[src/rtl/cpu_pkg.sv]
// ---------------------------------------------------------------------------
// cpu_pkg
// Shared definitions for the multi-cycle CPU slice:
//   - opcode constants OP_ADD .. OP_HALT
//   - control state enumeration state_t
//   - instWidth(): instruction word width derived from the register address width
//   - field-slice helpers for pulling op / register / immediate fields out of
//     an instruction word. The word is passed zero-extended to 32 bits so the
//     helpers can serve any parameterisation.
// Instruction layout, MSB first: op[2:0], dest, src1, src2 (each REG_AW bits).
// ---------------------------------------------------------------------------
package cpu_pkg;

    localparam logic [2:0] OP_ADD  = 3'b000;
    localparam logic [2:0] OP_SUB  = 3'b001;
    localparam logic [2:0] OP_AND  = 3'b010;
    localparam logic [2:0] OP_OR   = 3'b011;
    localparam logic [2:0] OP_XOR  = 3'b100;
    localparam logic [2:0] OP_LDI  = 3'b101;
    localparam logic [2:0] OP_MOV  = 3'b110;
    localparam logic [2:0] OP_HALT = 3'b111;

    // Register-field slot positions, counted from the LSB end of the word
    localparam int SLOT_SRC2 = 0;
    localparam int SLOT_SRC1 = 1;
    localparam int SLOT_DEST = 2;

    typedef enum logic [2:0] {
        S_IDLE,
        S_FETCH,
        S_DECODE,
        S_EXECUTE,
        S_WRITEBACK,
        S_HALTED
    } state_t;

    function automatic int instWidth(input int regAw);
        return 3 + 3 * regAw;
    endfunction

    function automatic logic [2:0] fieldOp(input logic [31:0] inst, input int regAw);
        return 3'((inst >> (3 * regAw)) & 32'h7);
    endfunction

    function automatic logic [7:0] fieldReg(input logic [31:0] inst, input int regAw,
                                            input int slot);
        logic [31:0] mask;
        mask = (32'd1 << regAw) - 32'd1;
        return 8'((inst >> (slot * regAw)) & mask);
    endfunction

    // The immediate of LDI is simply the concatenation {src1, src2}
    function automatic logic [15:0] fieldImm(input logic [31:0] inst, input int regAw);
        logic [31:0] mask;
        mask = (32'd1 << (2 * regAw)) - 32'd1;
        return 16'(inst & mask);
    endfunction

endpackage

[src/rtl/cpu_multicycle_if.sv]
// ---------------------------------------------------------------------------
// cpu_multicycle_if
// Host-side bundle of the CPU.
//   master (host) drives : start, imem_we, imem_waddr, imem_wdata
//   slave  (CPU)  drives : busy, halted, pc_out, inst_out, result_out,
//                          result_valid
// ---------------------------------------------------------------------------
interface cpu_multicycle_if
    import cpu_pkg::*;
#(
    parameter int DATA_W  = 8,
    parameter int REG_AW  = 2,
    parameter int IMEM_AW = 4
) ();

    localparam int INST_W = instWidth(REG_AW);

    logic               start;
    logic               imem_we;
    logic [IMEM_AW-1:0] imem_waddr;
    logic [INST_W-1:0]  imem_wdata;

    logic               busy;
    logic               halted;
    logic [IMEM_AW-1:0] pc_out;
    logic [INST_W-1:0]  inst_out;
    logic [DATA_W-1:0]  result_out;
    logic               result_valid;

    modport master (
        output start, imem_we, imem_waddr, imem_wdata,
        input  busy, halted, pc_out, inst_out, result_out, result_valid
    );

    modport slave (
        input  start, imem_we, imem_waddr, imem_wdata,
        output busy, halted, pc_out, inst_out, result_out, result_valid
    );

endinterface

[src/rtl/cpu_alu.sv]
// ---------------------------------------------------------------------------
// cpu_alu
// Purely combinational ALU, all arithmetic modulo 2^DATA_W.
//   op_i     : opcode
//   a_i, b_i : operands latched from the register file
//   imm_i    : 2*REG_AW-bit immediate used by LDI
//   result_o : result; zero for HALT
// ---------------------------------------------------------------------------
module cpu_alu
    import cpu_pkg::*;
#(
    parameter int DATA_W = 8,
    parameter int REG_AW = 2
) (
    input  logic [2:0]          op_i,
    input  logic [DATA_W-1:0]   a_i,
    input  logic [DATA_W-1:0]   b_i,
    input  logic [2*REG_AW-1:0] imm_i,
    output logic [DATA_W-1:0]   result_o
);

    always_comb begin
        result_o = '0;
        case (op_i)
            OP_ADD:  result_o = a_i + b_i;
            OP_SUB:  result_o = a_i - b_i;
            OP_AND:  result_o = a_i & b_i;
            OP_OR:   result_o = a_i | b_i;
            OP_XOR:  result_o = a_i ^ b_i;
            OP_LDI:  result_o = DATA_W'(imm_i);
            OP_MOV:  result_o = a_i;
            default: result_o = '0;
        endcase
    end

endmodule

[src/rtl/cpu_multicycle.sv]
// ---------------------------------------------------------------------------
// cpu_multicycle
// Multi-cycle CPU: loadable instruction memory, register file and ALU driven
// by a FETCH/DECODE/EXECUTE/WRITEBACK state machine.
//   clk   : single clock, rising edge
//   reset : asynchronous active-high; clears everything except imem contents
//   host  : cpu_multicycle_if.slave (start, imem load port, status outputs)
// ---------------------------------------------------------------------------
module cpu_multicycle
    import cpu_pkg::*;
#(
    parameter int DATA_W  = 8,
    parameter int REG_AW  = 2,
    parameter int IMEM_AW = 4
) (
    input  logic            clk,
    input  logic            reset,
    cpu_multicycle_if.slave host
);

    localparam int INST_W     = instWidth(REG_AW);
    localparam int IMM_W      = 2 * REG_AW;
    localparam int NUM_REGS   = 1 << REG_AW;
    localparam int IMEM_DEPTH = 1 << IMEM_AW;

    state_t             state_q, state_d;
    logic [IMEM_AW-1:0] pc_q, pc_d;
    logic [INST_W-1:0]  inst_q, inst_d;
    logic [DATA_W-1:0]  result_q, result_d;
    logic [DATA_W-1:0]  opA_q, opA_d;
    logic [DATA_W-1:0]  opB_q, opB_d;

    logic [INST_W-1:0]  imem [IMEM_DEPTH];
    logic [DATA_W-1:0]  rf_q [NUM_REGS];

    logic [31:0]        instWide;
    logic [2:0]         instOp;
    logic [REG_AW-1:0]  instDest;
    logic [REG_AW-1:0]  instSrc1;
    logic [REG_AW-1:0]  instSrc2;
    logic [IMM_W-1:0]   instImm;
    logic [DATA_W-1:0]  aluResult;
    logic               busy;

    assign instWide = 32'(inst_q);
    assign instOp   = fieldOp(instWide, REG_AW);
    assign instDest = REG_AW'(fieldReg(instWide, REG_AW, SLOT_DEST));
    assign instSrc1 = REG_AW'(fieldReg(instWide, REG_AW, SLOT_SRC1));
    assign instSrc2 = REG_AW'(fieldReg(instWide, REG_AW, SLOT_SRC2));
    assign instImm  = IMM_W'(fieldImm(instWide, REG_AW));

    assign busy = (state_q == S_FETCH)   || (state_q == S_DECODE) ||
                  (state_q == S_EXECUTE) || (state_q == S_WRITEBACK);

    cpu_alu #(
        .DATA_W (DATA_W),
        .REG_AW (REG_AW)
    ) u_alu (
        .op_i     (instOp),
        .a_i      (opA_q),
        .b_i      (opB_q),
        .imm_i    (instImm),
        .result_o (aluResult)
    );

    // Next-state and datapath-update logic. Operands are captured in DECODE,
    // so a WRITEBACK to the same register can never race with the read.
    always_comb begin
        state_d  = state_q;
        pc_d     = pc_q;
        inst_d   = inst_q;
        result_d = result_q;
        opA_d    = opA_q;
        opB_d    = opB_q;
        case (state_q)
            S_IDLE, S_HALTED: begin
                if (host.start) begin
                    state_d = S_FETCH;
                    pc_d    = '0;
                end
            end
            S_FETCH: begin
                inst_d  = imem[pc_q];
                state_d = S_DECODE;
            end
            S_DECODE: begin
                if (instOp == OP_HALT) begin
                    state_d = S_HALTED;
                end else begin
                    opA_d   = rf_q[instSrc1];
                    opB_d   = rf_q[instSrc2];
                    state_d = S_EXECUTE;
                end
            end
            S_EXECUTE: begin
                result_d = aluResult;
                state_d  = S_WRITEBACK;
            end
            S_WRITEBACK: begin
                pc_d    = pc_q + IMEM_AW'(1);
                state_d = S_FETCH;
            end
            default: state_d = S_IDLE;
        endcase
    end

    // Control and datapath registers
    always_ff @(posedge clk or posedge reset) begin
        if (reset) begin
            state_q  <= S_IDLE;
            pc_q     <= '0;
            inst_q   <= '0;
            result_q <= '0;
            opA_q    <= '0;
            opB_q    <= '0;
        end else begin
            state_q  <= state_d;
            pc_q     <= pc_d;
            inst_q   <= inst_d;
            result_q <= result_d;
            opA_q    <= opA_d;
            opB_q    <= opB_d;
        end
    end

    // Register file commits at the edge that ends WRITEBACK
    always_ff @(posedge clk or posedge reset) begin
        if (reset) begin
            for (int i = 0; i < NUM_REGS; i++) begin
                rf_q[i] <= '0;
            end
        end else if (state_q == S_WRITEBACK) begin
            rf_q[instDest] <= result_q;
        end
    end

    // Instruction memory has no reset so a loaded program survives one;
    // host writes are locked out while a program is running.
    always_ff @(posedge clk) begin
        if (host.imem_we && !busy) begin
            imem[host.imem_waddr] <= host.imem_wdata;
        end
    end

    assign host.busy         = busy;
    assign host.halted       = (state_q == S_HALTED);
    assign host.result_valid = (state_q == S_WRITEBACK);
    assign host.pc_out       = pc_q;
    assign host.inst_out     = inst_q;
    assign host.result_out   = result_q;

endmodule

[src/flat_wrapper.sv]
// flat-port wrapper written by rule: the top's interface ports become plain ports
module cpu_multicycle_flat import cpu_pkg::*;
#(
    parameter int DATA_W  = 8,
    parameter int REG_AW  = 2,
    parameter int IMEM_AW = 4
)
  (clk, reset, host_start, host_imem_we, host_imem_waddr, host_imem_wdata, host_busy, host_halted, host_pc_out, host_inst_out, host_result_out, host_result_valid);
  cpu_multicycle_if #(.DATA_W(DATA_W), .REG_AW(REG_AW), .IMEM_AW(IMEM_AW)) host_i ();
  input  logic clk;
  input  logic reset;
  input wire logic [$bits(host_i.start)-1:0] host_start;
  input wire logic [$bits(host_i.imem_we)-1:0] host_imem_we;
  input wire logic [$bits(host_i.imem_waddr)-1:0] host_imem_waddr;
  input wire logic [$bits(host_i.imem_wdata)-1:0] host_imem_wdata;
  output wire logic [$bits(host_i.busy)-1:0] host_busy;
  output wire logic [$bits(host_i.halted)-1:0] host_halted;
  output wire logic [$bits(host_i.pc_out)-1:0] host_pc_out;
  output wire logic [$bits(host_i.inst_out)-1:0] host_inst_out;
  output wire logic [$bits(host_i.result_out)-1:0] host_result_out;
  output wire logic [$bits(host_i.result_valid)-1:0] host_result_valid;
  assign host_i.start = host_start;
  assign host_i.imem_we = host_imem_we;
  assign host_i.imem_waddr = host_imem_waddr;
  assign host_i.imem_wdata = host_imem_wdata;
  assign host_busy = host_i.busy;
  assign host_halted = host_i.halted;
  assign host_pc_out = host_i.pc_out;
  assign host_inst_out = host_i.inst_out;
  assign host_result_out = host_i.result_out;
  assign host_result_valid = host_i.result_valid;
  cpu_multicycle #(.DATA_W(DATA_W), .REG_AW(REG_AW), .IMEM_AW(IMEM_AW)) u_core (.clk(clk), .reset(reset), .host(host_i));
endmodule
[config.mk]
export PLATFORM = sky130hd
export DESIGN_NAME = cpu_multicycle_flat
export DESIGN_NICKNAME = d
export VERILOG_FILES = /design/src/rtl/cpu_pkg.sv /design/src/rtl/cpu_multicycle_if.sv /design/src/rtl/cpu_alu.sv /design/src/rtl/cpu_multicycle.sv /design/src/flat_wrapper.sv
export SDC_FILE = /design/constraint.sdc
export NUM_CORES = 1
export LEC_CHECK = 0
export CORE_MARGIN = 5
export CORE_UTILIZATION = 60
export DETAILED_ROUTE_END_ITERATION = 16
export HOLD_SLACK_MARGIN = 0.1
export MAX_ROUTING_LAYER = met4
export PLACE_DENSITY = 0.85
export SYNTH_ARGS = -nofsm -noshare
export SYNTH_HDL_FRONTEND = slang
export SYNTH_HIERARCHICAL = 1
export SYNTH_SLANG_ARGS = --single-unit
export TNS_END_PERCENT = 10
[constraint.sdc]
create_clock -name clk -period 6.95 [get_ports clk]
set_clock_uncertainty 0.2 [all_clocks]
set_input_delay 0.695 -clock clk [delete_from_list [all_inputs] [get_ports clk]]
set_output_delay 0.695 -clock clk [all_outputs]
set_load 0.1 [all_outputs]
==> metrics.md <==
| Metric | Value |
|---|---|
| Post-synthesis net count | `637` |
| First-pass GRT wire length | `31900 µm` |
| Initial Utilization | `0.615` |
| Fmax | `0.263 GHz` |
| Cell Pwr Density | `440 nW/µm²` |
| Clock Pin Slew Worst Setup and Hold Paths | `0.06 ns` |
| Tot Pwr | `4900 µW` |
| Grt ovf | `0` |
| Inst Count DP | `830` |
| Share of cells above drive strength 1 | `0.258` |
| Critical Path Start Type | `flop` |
| Post-CTS Setup Bufs | `0` |
| Commonest cells post-synth | `edfxtp_1, dfrtp_1, mux2_2` |
| Core Area | `16000 µm²` |
| PortBufs | `40` |
| Via/cell ratio | `6.31` |
| # resized after CTS | `0` |
| Biggest cell delay along the critical path | `1.00 ns` |
| Synth cell types | `55` |
| Flops & latches, synth | `216` |
| Htree depth | `1` |
| VDD IR max | `378 µV` |
| Total number of vias | `5500` |
| Antenna diodes | `0` |
| Area growth from synthesis to layout | `13.3%` |
| Synth top area share | `0.439` |
| CP arrival | `2.91 ns` |
| Die Wd | `138 µm` |
| Later-pin clock latency in the skew report | `0.52 ns` |
| Slowest CP cell | `clkdlybuf4s50_1` |
| Synth area leader | `edfxtp_1` |
| Final setup fails | `0` |
| CP Capture Type | `primary output` |
| All-layer global routing usage | `0.219` |
| Boundary pin count | `41` |
| Final slew viol count | `0` |
| Vias in the first global route | `5653` |
| Number of flops mapped to enable cells by yosys | `144` |
| Period utilization | `0.547` |
| Outcome | `complete, no violations` |
| RSZ-0062 raised after global routing | `false` |
| Max Fanout on Critical Path | `11` |
| Final routed DRC violation total | `0` |
| Slew margin rel. | `0.247` |
| Die area | `19100 µm²` |
| Clock sink count | `216` |
| Predominant post-synthesis flop cell | `edfxtp_1` |
| DR iter-0 viols | `529` |
| Wire length per cell | `23.5 µm` |
| Final std cells w/o fill | `871` |
| Worst EP required | `6.05 ns` |
| CTS Buffer Depth | `3` |
| Leakage | `0.00408 µW` |
| MaxCap Viol Count | `0` |
| Min Tclk post-route | `3.80 ns` |
| Worst hold path class | `reg -> reg` |
| Cell Area, Synth | `9840 µm²` |
| Largest net degree at the start of global routing | `73` |
| Yosys warning total | `6` |
| CP Buf/Inv Count | `2` |
| Register area share after synthesis | `0.623` |
| FFs w/ async S/R, synth | `0.333` |
| Setup TNS | `0 ns` |
| Final ANT Viol Nets | `0` |
| Avg Cell Area, Syn | `16.6 µm²` |
| Clock Root Buffer | `clkbuf_16` |
| CTS Buf Count | `23` |
| CTS tree | `built` |
| Largest cells by area after synthesis | `edfxtp_1, dfrtp_1, mux4_2, mux2_2, ha_1` |
| Most frequent cell after synthesis | `edfxtp_1` |
| Pre-antenna DRT Iters | `6` |
| Routed WL | `20400 µm` |
| Chip height | `138 µm` |
| Hold Vio Cnt, Final | `0` |
| Critical Path, Cell by Cell | `nor2_1 > xor2_1 > inv_1 > clkdlybuf4s50_1` |
| Cell count after synthesis | `594` |
| Cell family with most CP delay | `buffers and inverters` |
| Routability cong. | `0.938` |
| # rows | `46` |
| Hold Buf Count CTS | `0` |
| Final HPWL DP | `13000 µm` |
| Crit path kind | `reg -> out` |
| Placed Area | `10400 µm²` |
| Fin area | `11100 µm²` |
| Total Nets Final | `682` |
| Worst slew pin tran | `1.13 ns` |
| Initial antenna violation count | `0` |
metrics by stage:
step                       util  hold WS, ns  setup WS (ns)
after floorplan               -        0.291           3.55
after detailed placement  0.652        0.312           3.56
after global routing      0.697        0.345           3.09
final                     0.697        0.323           3.15
after CTS                 0.697        0.325           3.18
after global placement    0.652        0.299           3.62
path summary, 6_finish.rpt:
check / from / end / slack [ns] / depth (start not counted)
setup reg to reg: u_core/host.inst_out[7] / u_core/host.result_out[3] / 3.53 / 11
max in group asynchronous: reset / u_core/host.pc_out[1] / 5.33 / 3
hold / removal: u_core/rf_q[7] / u_core/rf_q[7] / 0.32 / 1
hold reg to reg: u_core/rf_q[7] / u_core/rf_q[7] / 0.32 / 1
min in group asynchronous: reset / u_core/rf_q[26] / 0.59 / 3
setup / recovery: u_core/state_q[1] / host_busy / 3.15 / 4
layout make-up:
cell class | instances | area, µm²
Sequential cell | 216 | 6130
Inverter | 22 | 82.6
Timing Repair Buffer | 46 | 445
Multi-Input combinational cell | 330 | 3510
Fill cell | 1028 | 4850
Clock inverter | 7 | 56.3
Clock buffer | 34 | 657
Tap cell | 216 | 270
where the power goes:
part           total [µW]  switching, µW  internal [µW]  leakage (µW)
clock network        1140            481            661      0.000356
registers            1820            273           1550       0.00225
logic                1930           1120            817       0.00147
flip-flops by register name, summed over array words and instances (netlist names):
signal and flops:
u_core/host.inst_out 9, u_core/host.pc_out 4, u_core/host.result_out 8, u_core/imem 144, u_core/opA_q 8, u_core/opB_q 8
u_core/rf_q 32, u_core/state_q 3
cell families after synthesis:
kind of cell / count (synthesis) / share of synthesized area
DFF: 216 / 0.623
muxes: 135 / 0.216
and+or+nand+nor: 96 / 0.0521
AOI/OAI and AO/OA: 61 / 0.0418
buffers and inverters: 48 / 0.0231
adders and majority gates: 26 / 0.0338
xor gates and xnor gates: 12 / 0.0107
layer usage:
layer	track usage	wire length (µm)
met4	0.0484	461
met5	-	0
met1	0.279	8050
met3	0.0372	1230
met2	0.373	10700
placed cells by master (no fill, tap or decap), types with 6 or more instances in the layout:
cell type,n
edfxtp_1,144
dfrtp_1,71
mux2_2,67
mux4_2,46
clkdlybuf4s50_1,40
nor2_1,29
nand2_1,26
ha_1,25
clkbuf_16,23
inv_1,21
mux2i_1,15
o21ai_0,11
a21oi_1,11
o211ai_1,10
nor2b_1,8
xnor2_1,8
clkbuf_1,7
nand2b_1,7
mux4_1,7
buf_4,6
Note: power is estimated with default switching activity, not from simulation.
